==> src/rtl/axi_slave_pkg.sv <==
// Shared constants for the AXI3 SRAM slave: FSM encoding, response and burst
// codes, and the rule deciding whether a burst is served or answered SLVERR.
package axi_slave_pkg;

    typedef logic [2:0] state_t;

    localparam state_t ST_IDLE    = 3'd0;
    localparam state_t ST_RD_REQ  = 3'd1;
    localparam state_t ST_RD_DATA = 3'd2;
    localparam state_t ST_WR_DATA = 3'd3;
    localparam state_t ST_WR_RESP = 3'd4;

    localparam logic [1:0] RESP_OKAY   = 2'b00;
    localparam logic [1:0] RESP_SLVERR = 2'b10;

    localparam logic [1:0] BURST_FIXED = 2'b00;
    localparam logic [1:0] BURST_INCR  = 2'b01;
    localparam logic [1:0] BURST_WRAP  = 2'b10;

    localparam logic [2:0] MAX_SIZE = 3'd2;

    // WRAP/reserved bursts and transfers wider than the 32-bit bus are refused.
    function automatic logic burst_illegal(input logic [1:0] burst, input logic [2:0] size);
        return !((burst == BURST_FIXED) || (burst == BURST_INCR)) || (size > MAX_SIZE);
    endfunction

endpackage

==> src/rtl/axi_slave_addr_gen.sv <==
// Next beat address for the burst in flight; shared by the read and write paths.
module axi_slave_addr_gen
    import axi_slave_pkg::*;
(
    input  logic [31:0] addr,
    input  logic [2:0]  size,
    input  logic [1:0]  burst,
    output logic [31:0] next_addr
);

    // Anything that is not INCR holds the address; refused bursts never write.
    always_comb begin
        next_addr = addr;
        if (burst == BURST_INCR) begin
            next_addr = addr + (32'd1 << size);
        end
    end

endmodule

==> src/rtl/axi_sram_slave.sv <==
// AXI3 slave fronting a single-port synchronous SRAM. One burst in flight,
// round-robin AR/AW arbitration, INCR/FIXED bursts mapped to word accesses.
module axi_sram_slave
    import axi_slave_pkg::*;
#(
    parameter int MEM_AW = 16
) (
    input  logic              clk,
    input  logic              resetn,

    input  logic [3:0]        arid,
    input  logic [31:0]       araddr,
    input  logic [7:0]        arlen,
    input  logic [2:0]        arsize,
    input  logic [1:0]        arburst,
    input  logic [1:0]        arlock,
    input  logic [3:0]        arcache,
    input  logic [2:0]        arprot,
    input  logic              arvalid,
    output logic              arready,

    output logic [3:0]        rid,
    output logic [31:0]       rdata,
    output logic [1:0]        rresp,
    output logic              rlast,
    output logic              rvalid,
    input  logic              rready,

    input  logic [3:0]        awid,
    input  logic [31:0]       awaddr,
    input  logic [7:0]        awlen,
    input  logic [2:0]        awsize,
    input  logic [1:0]        awburst,
    input  logic [1:0]        awlock,
    input  logic [3:0]        awcache,
    input  logic [2:0]        awprot,
    input  logic              awvalid,
    output logic              awready,

    input  logic [3:0]        wid,
    input  logic [31:0]       wdata,
    input  logic [3:0]        wstrb,
    input  logic              wlast,
    input  logic              wvalid,
    output logic              wready,

    output logic [3:0]        bid,
    output logic [1:0]        bresp,
    output logic              bvalid,
    input  logic              bready,

    output logic              ram_en,
    output logic [3:0]        ram_we,
    output logic [MEM_AW-1:0] ram_addr,
    output logic [31:0]       ram_wdata,
    input  logic [31:0]       ram_rdata
);

    state_t      state;
    logic        ready_en;
    logic        prio_w;
    logic        err;
    logic        rd_first;
    logic [3:0]  id;
    logic [31:0] addr;
    logic [7:0]  len;
    logic [7:0]  beat_cnt;
    logic [2:0]  size;
    logic [1:0]  burst;
    logic [31:0] rdata_q;
    logic [31:0] next_addr;
    logic        idle;
    logic        ar_hs;
    logic        aw_hs;
    logic        w_hs;
    logic        last_beat;
    logic        unused;

    assign unused = ^{arlock, arcache, arprot, awlock, awcache, awprot, wid};

    axi_slave_addr_gen u_addr_gen (
        .addr      (addr),
        .size      (size),
        .burst     (burst),
        .next_addr (next_addr)
    );

    // Both requesters valid: prio_w picks the winner, the loser waits in IDLE.
    assign idle    = (state == ST_IDLE);
    assign arready = ready_en && idle && !(awvalid && prio_w);
    assign awready = ready_en && idle && !(arvalid && !prio_w);
    assign ar_hs   = arvalid && arready;
    assign aw_hs   = awvalid && awready;

    assign last_beat = (beat_cnt == len);

    // First R cycle forwards the SRAM output; later stall cycles use the copy.
    assign rvalid = (state == ST_RD_DATA);
    assign rid    = id;
    assign rdata  = rd_first ? ram_rdata : rdata_q;
    assign rresp  = (rvalid && err) ? RESP_SLVERR : RESP_OKAY;
    assign rlast  = rvalid && last_beat;

    assign wready = (state == ST_WR_DATA);
    assign w_hs   = wready && wvalid;

    assign bvalid = (state == ST_WR_RESP);
    assign bid    = id;
    assign bresp  = (bvalid && err) ? RESP_SLVERR : RESP_OKAY;

    assign ram_en    = (state == ST_RD_REQ) || w_hs;
    assign ram_we    = (w_hs && !err) ? wstrb : 4'd0;
    assign ram_addr  = addr[MEM_AW+1:2];
    assign ram_wdata = wdata;

    always_ff @(posedge clk or negedge resetn) begin
        if (!resetn) begin
            ready_en <= 1'b0;
            rd_first <= 1'b0;
            rdata_q  <= 32'd0;
        end else begin
            ready_en <= 1'b1;
            rd_first <= (state == ST_RD_REQ);
            if (rd_first) begin
                rdata_q <= ram_rdata;
            end
        end
    end

    always_ff @(posedge clk or negedge resetn) begin
        if (!resetn) begin
            state    <= ST_IDLE;
            prio_w   <= 1'b0;
            err      <= 1'b0;
            id       <= 4'd0;
            addr     <= 32'd0;
            len      <= 8'd0;
            beat_cnt <= 8'd0;
            size     <= 3'd0;
            burst    <= 2'd0;
        end else begin
            case (state)
                ST_IDLE: begin
                    if (ar_hs) begin
                        id       <= arid;
                        addr     <= araddr;
                        len      <= arlen;
                        size     <= arsize;
                        burst    <= arburst;
                        err      <= burst_illegal(arburst, arsize);
                        beat_cnt <= 8'd0;
                        prio_w   <= ~prio_w;
                        state    <= ST_RD_REQ;
                    end else if (aw_hs) begin
                        id       <= awid;
                        addr     <= awaddr;
                        len      <= awlen;
                        size     <= awsize;
                        burst    <= awburst;
                        err      <= burst_illegal(awburst, awsize);
                        beat_cnt <= 8'd0;
                        prio_w   <= ~prio_w;
                        state    <= ST_WR_DATA;
                    end
                end
                ST_RD_REQ: begin
                    state <= ST_RD_DATA;
                end
                ST_RD_DATA: begin
                    if (rready) begin
                        if (last_beat) begin
                            state <= ST_IDLE;
                        end else begin
                            addr     <= next_addr;
                            beat_cnt <= beat_cnt + 8'd1;
                            state    <= ST_RD_REQ;
                        end
                    end
                end
                ST_WR_DATA: begin
                    // Burst length, not wlast, ends the burst; a misplaced wlast
                    // only poisons the response and blocks further writes.
                    if (wvalid) begin
                        addr     <= next_addr;
                        beat_cnt <= beat_cnt + 8'd1;
                        if (wlast != last_beat) begin
                            err <= 1'b1;
                        end
                        if (last_beat) begin
                            state <= ST_WR_RESP;
                        end
                    end
                end
                ST_WR_RESP: begin
                    if (bready) begin
                        state <= ST_IDLE;
                    end
                end
                default: state <= ST_IDLE;
            endcase
        end
    end

endmodule

==> config.mk <==
export PLATFORM = sky130hd
export DESIGN_NAME = axi_sram_slave
export DESIGN_NICKNAME = d
export VERILOG_FILES = /design/src/rtl/axi_slave_pkg.sv /design/src/rtl/axi_slave_addr_gen.sv /design/src/rtl/axi_sram_slave.sv
export SDC_FILE = /design/constraint.sdc
export NUM_CORES = 1
export LEC_CHECK = 0
export CAP_MARGIN = 10
export CORE_MARGIN = 4
export CORE_UTILIZATION = 35
export CTS_BUF_LIST = sky130_fd_sc_hd__clkbuf_16
export DETAILED_ROUTE_END_ITERATION = 7
export GPL_TIMING_DRIVEN = 0
export PLACE_DENSITY = 0.77
export SLEW_MARGIN = 10
export SYNTH_ARGS = -nofsm -noshare
export SYNTH_HDL_FRONTEND = slang
export SYNTH_SLANG_ARGS = --single-unit
==> constraint.sdc <==
create_clock -name clk -period 2.19 [get_ports clk]
set_input_delay 0.438 -clock clk [delete_from_list [all_inputs] [get_ports clk]]
set_output_delay 0.438 -clock clk [all_outputs]
set_load 0.02 [all_outputs]
Word-level counts from Yosys, hierarchy flattened
Index checks and enable logic that the tools add are counted.
Storage, ports and cells
  register bits: 96
  input bits: 196
  output and inout port bits: 103
  word-level logic and storage cells: 107
Operators by class
  $add $sub $neg: 2
  magnitude comparators: 2
  eq/ne operators: 16
  shifts and indexed selects: 1
  mux-type cells: 40
  bitwise logic cells: 1
  reduce and logical (&&, ||, !) cells: 33
Operators by type and width (count)
  $mux W32: 7
  $pmux W32 S3: 1
  $mux W8: 7
  $add A32 B32 Y32: 1
  $shl A1 B3 Y32 const A: 1
  $mux W3: 8
  $pmux W8 S3: 1
  $pmux W3 S5: 1
  $logic_and A1 B1 Y1: 12
  $mux W4: 3
  $reduce_and A5 Y1: 2
  $add A8 B1 Y8 const B: 1
  $eq A8 B8 Y1: 1
  $mux W2: 4
  $ne A2 B1 Y1 const B: 4
  $mux W1: 7
  $eq A2 B1 Y1 const B: 3
  $eq A3 B2 Y1 const B: 2
  $gt A3 B2 Y1 const B: 2
  $logic_not A1 Y1: 6
  $logic_or A1 B1 Y1: 5
  $logic_not A2 Y1: 2
  $ne A2 B2 Y1 const B: 2
  $reduce_and A4 Y1: 1
  other kinds (10): 11

Depth between registers and ports, before layout
Gate-level depths: netlist (run 1).
  word-level depth: 8
  gate-level depth with buffers: 10
  gate-level depth less buffers: 9

By module
Synthesis (run 1) repeated with hierarchy kept, for this count alone.
Second synthesis, totals
  cells, all modules: 711
  area, all modules: 6316.1 µm²
By module, submodules not included
  axi_sram_slave: times used 1, cells each 555, area an instance 5247.5 µm², seq. area each 2402.3 µm²
  axi_slave_addr_gen: times used 1, cells each 156, area an instance 1068.5 µm², seq. area each 0.0 µm²

Worst setup path after synthesis (run 1)
OpenSTA, ideal clock, no wires.
  kind: reg2reg
  from: register size[1]
  to: register addr[12]
  library setup time: 0.087 ns
  data arrival time: 2.338 ns
  data required time: 2.103 ns
  slack: -0.234 ns
  cell stages (with the launch flop): 11
  buffers on the path: 1
  period minus slack after synthesis: 2.424 ns
  path through: dfrtp_1 > clkbuf_1 > nor3_1 > ha_1 > inv_1 > fa_1 > nor2b_1 > o211a_1 > o211ai_1 > o32a_1 > o211ai_1
On the way
  word-level cells in the longest chain between the ends: 6
  elaborated cells on any way between the ends: 7
  those cells by class: add/sub (1); shift (1); mux (5)
Ends and longest elaborated chain
  start, declared: RTL line axi_sram_slave.sv:68  | logic [2:0] size;
  start signal, assigned: RTL line axi_sram_slave.sv:148  | size <= arsize;
  start signal, assigned: RTL line axi_sram_slave.sv:158  | size <= awsize;
  $shl A1 B3 Y32 (*): RTL line axi_slave_addr_gen.sv:15  | next_addr = addr + (32'd1 << size);
  $add A32 B32 Y32 (*): RTL line axi_slave_addr_gen.sv:15
  $mux W32 (*): RTL line axi_slave_addr_gen.sv:14  | if (burst == BURST_INCR) begin
  $mux W32: RTL line axi_sram_slave.sv:171  | if (last_beat) begin
  $mux W32: RTL line axi_sram_slave.sv:170  | if (rready) begin
  $pmux W32 S3 (*): RTL line axi_sram_slave.sv:142  | case (state)
  end signal, assigned: RTL line axi_sram_slave.sv:146  | addr <= araddr;
  end signal, assigned: RTL line axi_sram_slave.sv:174  | addr <= next_addr;
  end signal, assigned: RTL line axi_sram_slave.sv:184  | addr <= next_addr;
  end, declared: RTL line axi_sram_slave.sv:65  | logic [31:0] addr;
Mark *: on every way between the ends. The rest lies on a longest branch, timed or not. The select of a mux whose other input is x is not followed.
A chain may end at the register's enable or synchronous reset.

Final worst setup path (run 1)
  from: register size[1]
  to: register addr[10]
Same word-level chain as after synthesis.

==> flow_summary.ini, run 1 <==
[worst_hold_path]
hp-class = in2async

[sta]
fin_crit_ps = 2420
period_share_pct = 110
max_freq_mhz = 414
finalHoldViolCount = 0
setup_viol = 15
grt_setup_unrepaired = true
slew_violations = 0
worst_slew_pin_slew_ps = 783
tns_ps = -1750
finalClockSkew_ps = 6.21
maxSlewHeadroom_pct = 47.2
worst_slack_ps = -225

[route]
drc_errors = 0
wirelength_mm = 17.6
vias = 5241
wl_per_cell_um = 17.3
vias_per_cell = 5.15
firstDrtPassIters = 6
drtIter0Drc = 455
postRouteAntennaNets = 0

[critical_path]
cp-end-kind = flip-flop
critical_path.max_stage_delay_ps = 450
r2r_cells = 9
cp.arrival_ps = 2700
ff2ff_setup_slack_ps = -230
r2r-start = size[1]
path_cells = buf_6 -> and3b_2 -> ha_4 -> or3_4 -> a31o_4 -> o211ai_1 -> buf_4 -> a2bb2oi_1 -> o22a_1
slowest_stage = dfrtp_2
reg2reg_to = addr[10]
start_kind = flip-flop
path_max_fanout = 4
required_ps = 2480
critPathKind = reg2reg

[floorplan]
die_w_um = 130
core_um2 = 14500
ios = 299
dieArea_um2 = 16900
die_h_um = 130
initial_core_util_pct = 35.8
rows = 44

[placement]
dp.cells = 950
portBuffers = 214
placed_cell_area_um2 = 7630
place.gp.congestion = 0.870
place_hpwl_mm = 12.6

[clock_network]
cts_buffer_depth = 2
htree_num_levels = 3
cts.clk_slew.worst_paths_ps = 60
insertion_delay_ps = 350
cts_buffers = 9
cts.sinks = 82
cts_tree = yes
cts.root.buffer_cell = clkbuf_16

[power_and_ir_drop]
p_comb_share_pct = 56.7
switching_share_pct = 38.9
p_clk_share_pct = 16.4
p_total_mw = 10.2
internal-power_mw = 6.21
p_leak_nw = 3.85
p_switching_mw = 3.95
powerDensity_nw_per_um2 = 1160
seq_power_share_pct = 26.9
peakVddDrop_uv = 715

[global_route]
antenna_found_initial = 0
grt_pass1_vias = 5179
grt_pass1_wl_mm = 26.4
track_usage_pct = 19.8
grt_overflow = 0
grt_start_max_net_pins = 54

[layout]
nets = 1035
stdcell_area_um2 = 8790
n_antenna_cell = 0
syn2layout_area_growth_pct = 69.0
fin_cells = 1018
drive_above_1_share_pct = 33.1

[logic_synthesis]
synth_warnings = 0
synth-edff-count = 0
netlist_top_cells_area = dfrtp_1 39%, mux2_2 9.7%, buf_4 8.1%, nand2_1 4.5%, nor2_1 2.7%
ys_types = 64
synthArstFlopShare_pct = 100
synth_largest_area_cell = dfrtp_1
seq_area_frac_synth_pct = 39.4
ys_ff_latch = 82
syn_area_um2 = 5200
syn_area_per_cell_um2 = 9.46
synthCells = 550
synth_ff_type = dfrtp_1
synth_top_area_share_pct = 39.4

[run_status]
failed_checks = negative setup slack
status = complete, but fails checks

[flow_run]
cap_violations = 0
## placed cells by master (no fill, tap or decap), types with 13 or more instances in the layout
cell | Yosys | final
a21oi_1 | 16 | 13
clkdlybuf4s50_1 | 0 | 168
mux2_2 | 45 | 44
a31oi_1 | 21 | 21
nand2_1 | 63 | 61
dfrtp_1 | 82 | 75
dlygate4sd2_1 | 0 | 33
buf_4 | 56 | 117
o21ai_0 | 23 | 19
nor2_1 | 37 | 33
## registers in the layout, summed over array words and instances, names as in the netlist, 2 cells and up
name / flops
rdata_q: 32
addr: 18
beat_cnt: 8
len: 8
bid: 4
size: 3
state: 3
burst: 2
## power groups by stage
stage / combinational, mW / sequential (mW) / clock (mW)
after floorplan: 3.06 / 2.58 / 0
after global placement: 4.90 / 2.65 / 0
after detailed placement: 4.98 / 2.67 / 0
after CTS: 5.25 / 2.70 / 1.70
after global routing: 6.18 / 2.82 / 1.76
final: 5.76 / 2.73 / 1.67
## timing repair
action | CTS | global route
hold buffers | 0 | 0
cloned | 1 | 1
resized for setup | 152 | 65
setup endpoints to repair | 80 | 47
pin swaps | 21 | 26
setup buffers | 34 | 20
## metrics by stage
stage                     worst slack, ps  hold WS, ps  util [%]
after floorplan                      -107          142         -
after global placement              -2440          479      52.4
after detailed placement             -883          401      52.5
after CTS                            -247         29.3      57.7
after global routing                 -317         48.9      60.5
final                                -225         15.4      60.5
## cell type report
class,count,area (um2)
flip-flops and latches,82,2060
repair buffers,270,2530
inverters,14,56.3
clock buffers,9,225
well taps,184,230
clock inverters,7,98.8
multi-input cells,372,2970
fillers,1219,5740
plain buffers,80,628
## how the worst max path moves through the flow
stage | start | end | depth (start not counted)
after detailed placement | state[2] | rresp[1] | 6
after floorplan | size[2] | addr[12] | 10
final | size[1] | addr[10] | 9
after global placement | resetn | rdata_q[25] | 1
after CTS | size[2] | addr[10] | 11
after global routing | size[0] | addr[10] | 10
## worst max-delay path: cells and delay by family (launching register included)
| family | cells | cell delay [ps] |
|---|---|---|
| AOI/OAI and AO/OA | 4 | 730 |
| adders and majority gates | 1 | 220 |
| buffers and inverters | 2 | 330 |
| DFF | 1 | 450 |
| and+or+nand+nor | 2 | 630 |
## synthesized netlist by cell type, types with 6 or more instances
cell type and instances:
mux2i_1 12, and3_1 6, xnor2_1 12, nor2_1 37, dfrtp_1 82, nand4_1 6, nor3_1 6, clkbuf_1 16
a31oi_1 21, o22ai_1 6, nand2_1 63, buf_2 6, inv_1 14, nand3_1 8, ha_1 9, a21oi_1 16
o211ai_1 12, o21ai_0 23, mux2_2 45, buf_4 56, a211oi_1 10
## per-layer routing
layer,wire length [um],track usage [%],share of wire (%),vias to the layer above
li1,-,-,-,2483
met1,6900,24.9,39,2492
met2,9030,33.4,51,241
met3,1380,5.53,7.8,25
met4,341,5.75,1.9,0
met5,0,0,0,-
## kinds of logic (layout without fill, tap and decap cells)
logic type               Yosys count  count (layout)  synth area share (%)
XOR/XNOR                          13              13                  2.19
AND/OR/NAND/NOR                  158             159                  14.7
flip-flops                        82              82                  39.4
buffers and inverters             98             380                  11.7
adder cells (fa/ha/maj)           10              10                  2.55
other                              2               3                 0.144
AO/OA/AOI/OAI                    130             130                  17.2
multiplexers                      57              57                  12.0
Power figures use the tool's default switching activity.
==> inputs of run 2 (changes only) <==
==> constraint.sdc (replaced) <==
create_clock -name clk -period 2.2 [get_ports clk]
set_input_delay 0.44 -clock clk [delete_from_list [all_inputs] [get_ports clk]]
set_output_delay 0.44 -clock clk [all_outputs]
set_load 0.02 [all_outputs]
==> flow_summary.ini, run 2 (same netlist as run 1, synthesis figures left out) <==
[global_route]
grt_pass1_vias = 5251
met3_usage_pct = 5.61
grt-busiest-layer = met2
antenna_found_initial = 0
met1_usage_pct = 24.0
met2_usage_pct = 33.5
grt_start_max_net_pins = 61
grt_pass1_wl_mm = 26.3
track_usage_pct = 19.6
grt_overflow = 0

[critical_path]
start_kind = flip-flop
cp-end-kind = flip-flop
required_ps = 2430
critical_path.max_stage_delay_ps = 380
cp.arrival_ps = 2720
critPathTopFamily = compound AO/OA/AOI/OAI gates
critPathKind = reg2reg
path_max_fanout = 9
r2r_cells = 11
slowest_stage = dfrtp_1
path_cells = buf_8 -> nor3_4 -> ha_2 -> inv_2 -> fa_2 -> nor2b_4 -> o211a_1 -> o211ai_1 -> buf_4 -> a2bb2oi_2 -> o22a_1
crit_buf_inv = 3
path_depth = 11

[layout]
largestRegisters = rdata_q x32, addr x18
final_cell_mix = 168 x clkdlybuf4s50_1, 109 x buf_4, 75 x dfrtp_1
n_antenna_cell = 0
stdcell_area_um2 = 8710
fin_cells = 1011
largest-register = rdata_q
drive_above_1_share_pct = 31.7
final_common_cell = clkdlybuf4s50_1
syn2layout_area_growth_pct = 67.4
num-fill-cells = 1262
nets = 1029
largest_reg_flops = 32

[placement]
dp.cells = 950
place_ws_ps = -893
place_hpwl_mm = 12.6
portBuffers = 214
placed_cell_area_um2 = 7630
place.gp.congestion = 0.870

[clock_network]
cts_buffers = 9
cts.sinks = 82
cts.clk_slew.worst_paths_ps = 60
insertion_delay_ps = 340
postCtsHoldBufs = 0
cts.root.buffer_cell = clkbuf_16
cts_buffer_depth = 2
htree_num_levels = 3
cts_tree = yes

[sta]
fin_crit_ps = 2490
grt_setup_unrepaired = true
worst_slack_ps = -286
max_freq_mhz = 402
period_share_pct = 113
setup_viol = 16
finalClockSkew_ps = 4.51
finalHoldViolCount = 1
slew_violations = 0
holdWs_ps = -1.58
maxSlewHeadroom_pct = 54.8
worst_slew_pin_slew_ps = 661

[floorplan]
die_w_um = 130
rows = 44
die_h_um = 130
ios = 299
initial_core_util_pct = 35.8
core_um2 = 14500
dieArea_um2 = 16900

[power_and_ir_drop]
peakVddDrop_uv = 667
p_total_mw = 9.94
powerDensity_nw_per_um2 = 1140
p_leak_nw = 3.83

[route]
drtIter0Drc = 392
firstDrtPassIters = 5
postRouteAntennaNets = 0
vias_per_cell = 5.23
vias = 5286
drc_errors = 0
wl_per_cell_um = 17.3
wirelength_mm = 17.5

[run_status]
status = complete, but fails checks
failed_checks = negative hold slack, negative setup slack

[flow_run]
cap_violations = 0

[worst_hold_path]
hp-class = in2async
[run 2: final timing paths]
kind / startpoint / to / slack, ps
worst min register to register: rdata_q[18] / rdata_q[18] / 490
min in group clk: rdata_q[18] / rdata_q[18] / 490
worst min-delay path: resetn / addr[11] / -2
worst max-delay path: size[2] / addr[16] / -290
max in group asynchronous: resetn / rd_first / 1550
worst max register to register: size[2] / addr[16] / -290
[run 2: layout make-up]
class | instances | area, um2 | share of cell area [%]
clock buffers | 9 | 225 | 2.58
multi-input cells | 371 | 2890 | 33.2
clock inverters | 6 | 106 | 1.22
flip-flops and latches | 82 | 2060 | 23.6
well taps | 184 | 230 | 2.64
repair buffers | 265 | 2530 | 29.0
inverters | 14 | 56.3 | 0.646
plain buffers | 80 | 616 | 7.06
[run 2: repair_timing]
item	in CTS	in global routing
endpoints found under the hold margin	0	0
pin swaps	27	34
endpoints found under the setup margin	81	81
gates resized for setup	149	45
cloned	0	1
setup buffers	29	21
[run 2: power breakdown]
part	switching, mW	internal, mW	leakage, nW
combinational	2.63	2.86	2.71
clock	0.609	1.10	0.161
sequential	0.542	2.20	0.962
[run 2: metal layers]
| metal | up-vias | wire [um] |
|---|---|---|
| met1 | 2499 | 6680 |
| met5 | - | 0 |
| met4 | 0 | 376 |
| met2 | 288 | 8870 |
| li1 | 2471 | - |
| met3 | 28 | 1570 |
[run 2: stage by stage]
step	TNS (ps)	util, %
after floorplan	-222	-
after global placement	-230750	52.4
after detailed placement	-29970	52.5
after CTS	-1730	57.6
after global routing	-4470	60.0
final	-2610	60.0
